`src/rtl/alu_seq_pkg.sv`:
```
// Shared opcode constants and FSM state encoding for the sequential ALU.
package alu_seq_pkg;

    localparam logic [2:0] OP_ADD = 3'b000;
    localparam logic [2:0] OP_SUB = 3'b001;
    localparam logic [2:0] OP_AND = 3'b010;
    localparam logic [2:0] OP_OR  = 3'b011;
    localparam logic [2:0] OP_XOR = 3'b100;
    localparam logic [2:0] OP_NOT = 3'b101;
    localparam logic [2:0] OP_SHL = 3'b110;
    localparam logic [2:0] OP_MUL = 3'b111;

    typedef enum logic {
        S_IDLE = 1'b0,
        S_MUL  = 1'b1
    } state_e;

endpackage

```
`src/rtl/alu_seq_core.sv`:
```
// Combinational datapath for all single-cycle ALU operations.
// MUL is not handled here and yields result 0 with clear flags.
module alu_seq_core
    import alu_seq_pkg::*;
#(
    parameter int unsigned WIDTH = 8
) (
    input  logic [WIDTH-1:0] x,
    input  logic [WIDTH-1:0] b,
    input  logic [2:0]       op,
    output logic [WIDTH-1:0] result,
    output logic             carry,
    output logic             overflow
);

    logic             sub_c;
    logic [WIDTH-1:0] b_eff;
    logic [WIDTH:0]   sum_ext;

    // Shared adder: SUB is x + ~b + 1
    always_comb begin
        sub_c   = (op == OP_SUB);
        b_eff   = sub_c ? ~b : b;
        sum_ext = {1'b0, x} + {1'b0, b_eff} + (WIDTH+1)'(sub_c);
    end

    always_comb begin
        result   = '0;
        carry    = 1'b0;
        overflow = 1'b0;
        case (op)
            OP_ADD, OP_SUB: begin
                result   = sum_ext[WIDTH-1:0];
                carry    = sum_ext[WIDTH];
                overflow = (x[WIDTH-1] == b_eff[WIDTH-1]) &&
                           (sum_ext[WIDTH-1] != x[WIDTH-1]);
            end
            OP_AND: result = x & b;
            OP_OR:  result = x | b;
            OP_XOR: result = x ^ b;
            OP_NOT: result = ~x;
            OP_SHL: begin
                result = {x[WIDTH-2:0], 1'b0};
                carry  = x[WIDTH-1];
            end
            default: begin
                result   = '0;
                carry    = 1'b0;
                overflow = 1'b0;
            end
        endcase
    end

endmodule

```
`src/rtl/alu_seq.sv`:
```
// Sequential ALU: registered result/flags, single-cycle ops plus an iterative
// shift-add multiplier enabled by macro ALU_SEQ_MUL_EN (else MUL returns 0).
module alu_seq
    import alu_seq_pkg::*;
#(
    parameter int unsigned WIDTH = 8
) (
    input  logic             clk,
    input  logic             reset,
    input  logic             start,
    input  logic [2:0]       op,
    input  logic             acc_sel,
    input  logic [WIDTH-1:0] a,
    input  logic [WIDTH-1:0] b,
    output logic             busy,
    output logic             done,
    output logic [WIDTH-1:0] r,
    output logic             zero,
    output logic             carry,
    output logic             sign,
    output logic             overflow
);

    logic [WIDTH-1:0] r_q, r_d;
    logic             zero_q, zero_d;
    logic             carry_q, carry_d;
    logic             sign_q, sign_d;
    logic             ovf_q, ovf_d;
    logic             done_q, done_d;
    logic             busy_q, busy_d;

    logic [WIDTH-1:0] x_c;
    logic [WIDTH-1:0] core_res;
    logic             core_carry;
    logic             core_ovf;

    assign x_c = acc_sel ? r_q : a;

    alu_seq_core #(
        .WIDTH (WIDTH)
    ) u_core (
        .x        (x_c),
        .b        (b),
        .op       (op),
        .result   (core_res),
        .carry    (core_carry),
        .overflow (core_ovf)
    );

`ifdef ALU_SEQ_MUL_EN
    localparam int unsigned CNT_W = $clog2(WIDTH + 1);

    state_e               state_q, state_d;
    logic [2*WIDTH-1:0]   prod_q, prod_d;
    logic [2*WIDTH-1:0]   step_c;
    logic [WIDTH:0]       psum_c;
    logic [WIDTH-1:0]     mcand_q, mcand_d;
    logic [CNT_W-1:0]     cnt_q, cnt_d;

    always_ff @(posedge clk) begin
        if (reset) begin
            state_q <= S_IDLE;
        end else begin
            state_q <= state_d;
        end
    end

    always_comb begin
        state_d = state_q;
        case (state_q)
            S_IDLE:  if (start && (op == OP_MUL)) state_d = S_MUL;
            S_MUL:   if (cnt_q == CNT_W'(1))     state_d = S_IDLE;
            default: state_d = S_IDLE;
        endcase
    end

    // One shift-add step: upper half accumulates multiplicand, whole product shifts right
    always_comb begin
        psum_c = {1'b0, prod_q[2*WIDTH-1:WIDTH]} + {1'b0, mcand_q};
        step_c = prod_q[0] ? {psum_c, prod_q[WIDTH-1:1]}
                           : {1'b0, prod_q[2*WIDTH-1:1]};
    end

    always_comb begin
        r_d     = r_q;
        carry_d = carry_q;
        ovf_d   = ovf_q;
        done_d  = 1'b0;
        busy_d  = 1'b0;
        prod_d  = prod_q;
        mcand_d = mcand_q;
        cnt_d   = cnt_q;
        case (state_q)
            S_IDLE: begin
                if (start) begin
                    if (op == OP_MUL) begin
                        mcand_d = x_c;
                        prod_d  = {{WIDTH{1'b0}}, b};
                        cnt_d   = CNT_W'(WIDTH);
                        busy_d  = 1'b1;
                    end else begin
                        r_d     = core_res;
                        carry_d = core_carry;
                        ovf_d   = core_ovf;
                        done_d  = 1'b1;
                    end
                end
            end
            S_MUL: begin
                prod_d = step_c;
                cnt_d  = cnt_q - CNT_W'(1);
                if (cnt_q == CNT_W'(1)) begin
                    r_d     = step_c[WIDTH-1:0];
                    carry_d = |step_c[2*WIDTH-1:WIDTH];
                    ovf_d   = 1'b0;
                    done_d  = 1'b1;
                end else begin
                    busy_d = 1'b1;
                end
            end
            default: begin
                done_d = 1'b0;
            end
        endcase
        zero_d = (r_d == '0);
        sign_d = r_d[WIDTH-1];
    end

    always_ff @(posedge clk) begin
        if (reset) begin
            prod_q  <= '0;
            mcand_q <= '0;
            cnt_q   <= '0;
        end else begin
            prod_q  <= prod_d;
            mcand_q <= mcand_d;
            cnt_q   <= cnt_d;
        end
    end
`else
    // Every op completes in one cycle; MUL comes out of the core as zero
    always_comb begin
        r_d     = r_q;
        carry_d = carry_q;
        ovf_d   = ovf_q;
        done_d  = 1'b0;
        busy_d  = 1'b0;
        if (start) begin
            r_d     = core_res;
            carry_d = core_carry;
            ovf_d   = core_ovf;
            done_d  = 1'b1;
        end
        zero_d = (r_d == '0);
        sign_d = r_d[WIDTH-1];
    end
`endif

    always_ff @(posedge clk) begin
        if (reset) begin
            r_q     <= '0;
            zero_q  <= 1'b1;
            carry_q <= 1'b0;
            sign_q  <= 1'b0;
            ovf_q   <= 1'b0;
            done_q  <= 1'b0;
            busy_q  <= 1'b0;
        end else begin
            r_q     <= r_d;
            zero_q  <= zero_d;
            carry_q <= carry_d;
            sign_q  <= sign_d;
            ovf_q   <= ovf_d;
            done_q  <= done_d;
            busy_q  <= busy_d;
        end
    end

    assign r        = r_q;
    assign zero     = zero_q;
    assign carry    = carry_q;
    assign sign     = sign_q;
    assign overflow = ovf_q;
    assign done     = done_q;
    assign busy     = busy_q;

endmodule

```
`config.mk`:
```
export PLATFORM = sky130hd
export DESIGN_NAME = alu_seq
export DESIGN_NICKNAME = d
export VERILOG_FILES = /design/src/rtl/alu_seq_pkg.sv /design/src/rtl/alu_seq_core.sv /design/src/rtl/alu_seq.sv
export SDC_FILE = /design/constraint.sdc
export NUM_CORES = 1
export LEC_CHECK = 0
export CORE_UTILIZATION = 40
export CTS_CLUSTER_DIAMETER = 150
export DETAILED_ROUTE_END_ITERATION = 7
export PLACE_DENSITY_LB_ADDON = 0.25
export SETUP_SLACK_MARGIN = 0.02
export SLEW_MARGIN = 5
export SYNTH_ARGS = -nofsm -noshare
export SYNTH_HDL_FRONTEND = slang
export SYNTH_SLANG_ARGS = --single-unit
```
`constraint.sdc`:
```
create_clock -name clk -period 3.7 [get_ports clk]
set_input_delay 0.74 -clock clk [delete_from_list [all_inputs] [get_ports clk]]
set_output_delay 0.74 -clock clk [all_outputs]
set_load 0.01 [all_outputs]
```
==> reports/results.tsv <==
metric	value	unit
status	complete, no violations	
worst r2r src	r[3]	
hpwl dp	3.563	mm
GRT Util Overall	21.60	%
Clock Root Buffer	clkbuf_8	
Die H	67.01	um
GP Congestion	0.9795	
first-pass GRT wire length	7.189	mm
number of synthesized flops with an enable pin	0	
final instance area	2262	um2
Worst-Margin Slew	0.4961	ns
Max clock buf depth	2	
synthesized area	1690	um2
Post-Syn Instances	215	
Worst Hold Launch	carry	
routed via count	1707	
Via density	5.436	
WS Path Type	input pin to flop	
Hold WS	0.5023	ns
Initial Util	41.96	%
FFs w/ async S/R, synth	0	%
drt drc	0	
post-CTS setup buffers	0	
Crit Path Max Fanout	5	
routed len/inst	14.41	um
final core occ	56.15	%
fmax	285.9	MHz
Top FF cell, synth	dfxtp_1	
maximum VDD drop	0.1593	mV
CTS clock-pin slew for the worst setup and hold paths	0.05	ns
# diodes	0	
die area	4490	um2
Core Area	4029	um2
ANT nets after route	0	
startpoint types	input pin	
worst hold path class	flop to flop	
CTS tree	yes	
pwr dens	261.4	nW/um2
Post-Synthesis Net Count	262	
port bufs	35	
critical path startpoint	op[0]	
num ports	37	
Nets	313	
Avg Cell Area, Syn	7.862	um2
clk_lat worst skew	0.24	ns
pin count of the biggest net entering global routing	27	
die width	67.01	um
H-tree Lvls	1	
Site Rows	23	
initial DRC count	173	
crit-path cells	clkdlybuf4s50_1, or3b_4, xnor2_1, inv_1, fa_1, nand2b_1, a21oi_2, o32ai_1, a221o_1, o41ai_2	
dpl ws	-0.1487	ns
WL final	4.526	mm
clock sink count	12	
critical path data required time	3.84	ns
fillers	378	
Arr. time, crit path	3.64	ns
DRT Pass-1 Iters	4	
commonest non-fill, non-tap cell in the layout	clkdlybuf4s50_1	
setup slack after layout	0.2020	ns
CTS Buf Count	3	
dpl cell area	2215	um2
sequential share of the synthesized area	14.21	%
YS warnings	0	
Pleak	1.029	nW
Unique masters post-synth	53	
Tcrit/Tclk final	94.54	%
highest-count cells in the layout ignoring fill and taps	35 x clkdlybuf4s50_1, 24 x buf_4, 23 x ha_1, 21 x inv_1, 19 x nor2_1	
grt ovf	0	
Final Skew	0.0008005	ns
RSZ-0062 raised after global routing	no	
final hold vios	0	
Slew headroom	66.82	%
Setup crit end kind	flop	
Worst path max stage delay	0.53	ns
P&R area growth vs syn	33.83	%
Final Setup Violations	0	
total power	0.5912	mW
Pins Over Slew Limit	0	
max cap viols	0	
Synth Register Bits	12	
clock period minus worst slack	3.498	ns
CP max-delay cell	clkdlybuf4s50_1	
initial antenna violation count	0	
layout cells sized above 1	15.15	%
vias in the first global route	1555	
## metal layers
metal	track usage (%)	wire, um	up-vias
met5	0	0	-
met4	6.117	53	0
met3	4.110	268	4
met2	36.13	2139	51
met1	27.63	2066	786
li1	-	-	866
## per-stage QoR
stage | TNS (ns) | cells
after global routing | 0 | 314
after floorplan | 0 | 215
final | 0 | 314
after detailed placement | -0.2316 | 311
after global placement | -0.1174 | 311
after CTS | 0 | 314
## power breakdown
group,switching (mW),internal [mW],total (mW)
logic,0.160,0.165,0.325
registers,0.00765,0.140,0.148
clock network,0.0466,0.0717,0.118
total,0.214,0.377,0.591
## repair_timing
item / in CTS / in global routing
hold buffers: 0 / 0
gates resized for setup: 0 / 3
hold endpoints to repair: 0 / 0
endpoints found under the setup margin: 0 / 2
## worst paths after layout
kind	end	slack, ns	depth (start not counted)
max	zero	0.20	10
min	carry	0.50	2
max reg2reg	zero	1.21	9
min reg2reg	carry	0.50	2
## kinds of logic (layout without fill, tap and decap cells)
logic type / count (synthesis) / after routing / share of synthesized area (%)
other: 1 / 1 / 0.2218
buffers and inverters: 35 / 84 / 8.956
AO/OA/AOI/OAI: 59 / 59 / 25.17
flip-flops: 12 / 12 / 14.21
AND/OR/NAND/NOR: 57 / 57 / 16.80
multiplexers: 16 / 16 / 10.73
adder cells (fa/ha/maj): 24 / 24 / 18.21
XOR/XNOR: 11 / 11 / 5.700
## worst max-delay path, delay by kind of cell
| kind | cells | cell delay (ns) |
|---|---|---|
| AOI/OAI and AO/OA | 4 | 0.99 |
| xor gates and xnor gates | 1 | 0.19 |
| adders and majority gates | 1 | 0.45 |
| buffers and inverters | 2 | 0.62 |
| and+or+nand+nor | 2 | 0.64 |
## flip-flops by register name, summed over array words and instances (netlist names)
name      flops
r             8
carry         1
done          1
overflow      1
zero          1
## cell type report
cell class              count  area [um2]  share of cell area, %
clock buffers               3       41.29                  1.825
multi-input cells         168        1305                  57.69
flip-flops and latches     12       240.2                  10.62
inverters                  22       82.58                  3.650
repair buffers             59       530.5                  23.45
well taps                  50       62.56                  2.765
## cells in the mapped netlist (2+ instances only)
cell,count,area [um2]
ha_1,23,287.8
inv_1,21,78.83
o221ai_1,6,52.55
mux2i_1,11,110.1
nand2_1,12,45.04
nor2b_1,2,12.51
xnor2_1,9,78.83
nand3b_1,3,22.52
o21ai_0,14,70.07
clkbuf_1,8,30.03
and2_1,3,18.77
o211ai_1,2,15.01
a31oi_1,3,18.77
o211a_1,2,20.02
o21a_1,2,15.01
nand2b_1,9,56.30
mux2_2,3,33.78
nand3_1,4,20.02
buf_4,3,22.52
o22ai_1,2,12.51
dfxtp_1,12,240.2
a21oi_1,9,45.04
o31ai_1,3,22.52
xor2_1,2,17.52
nor2_1,19,71.32
(Power assumes the default switching activity.)
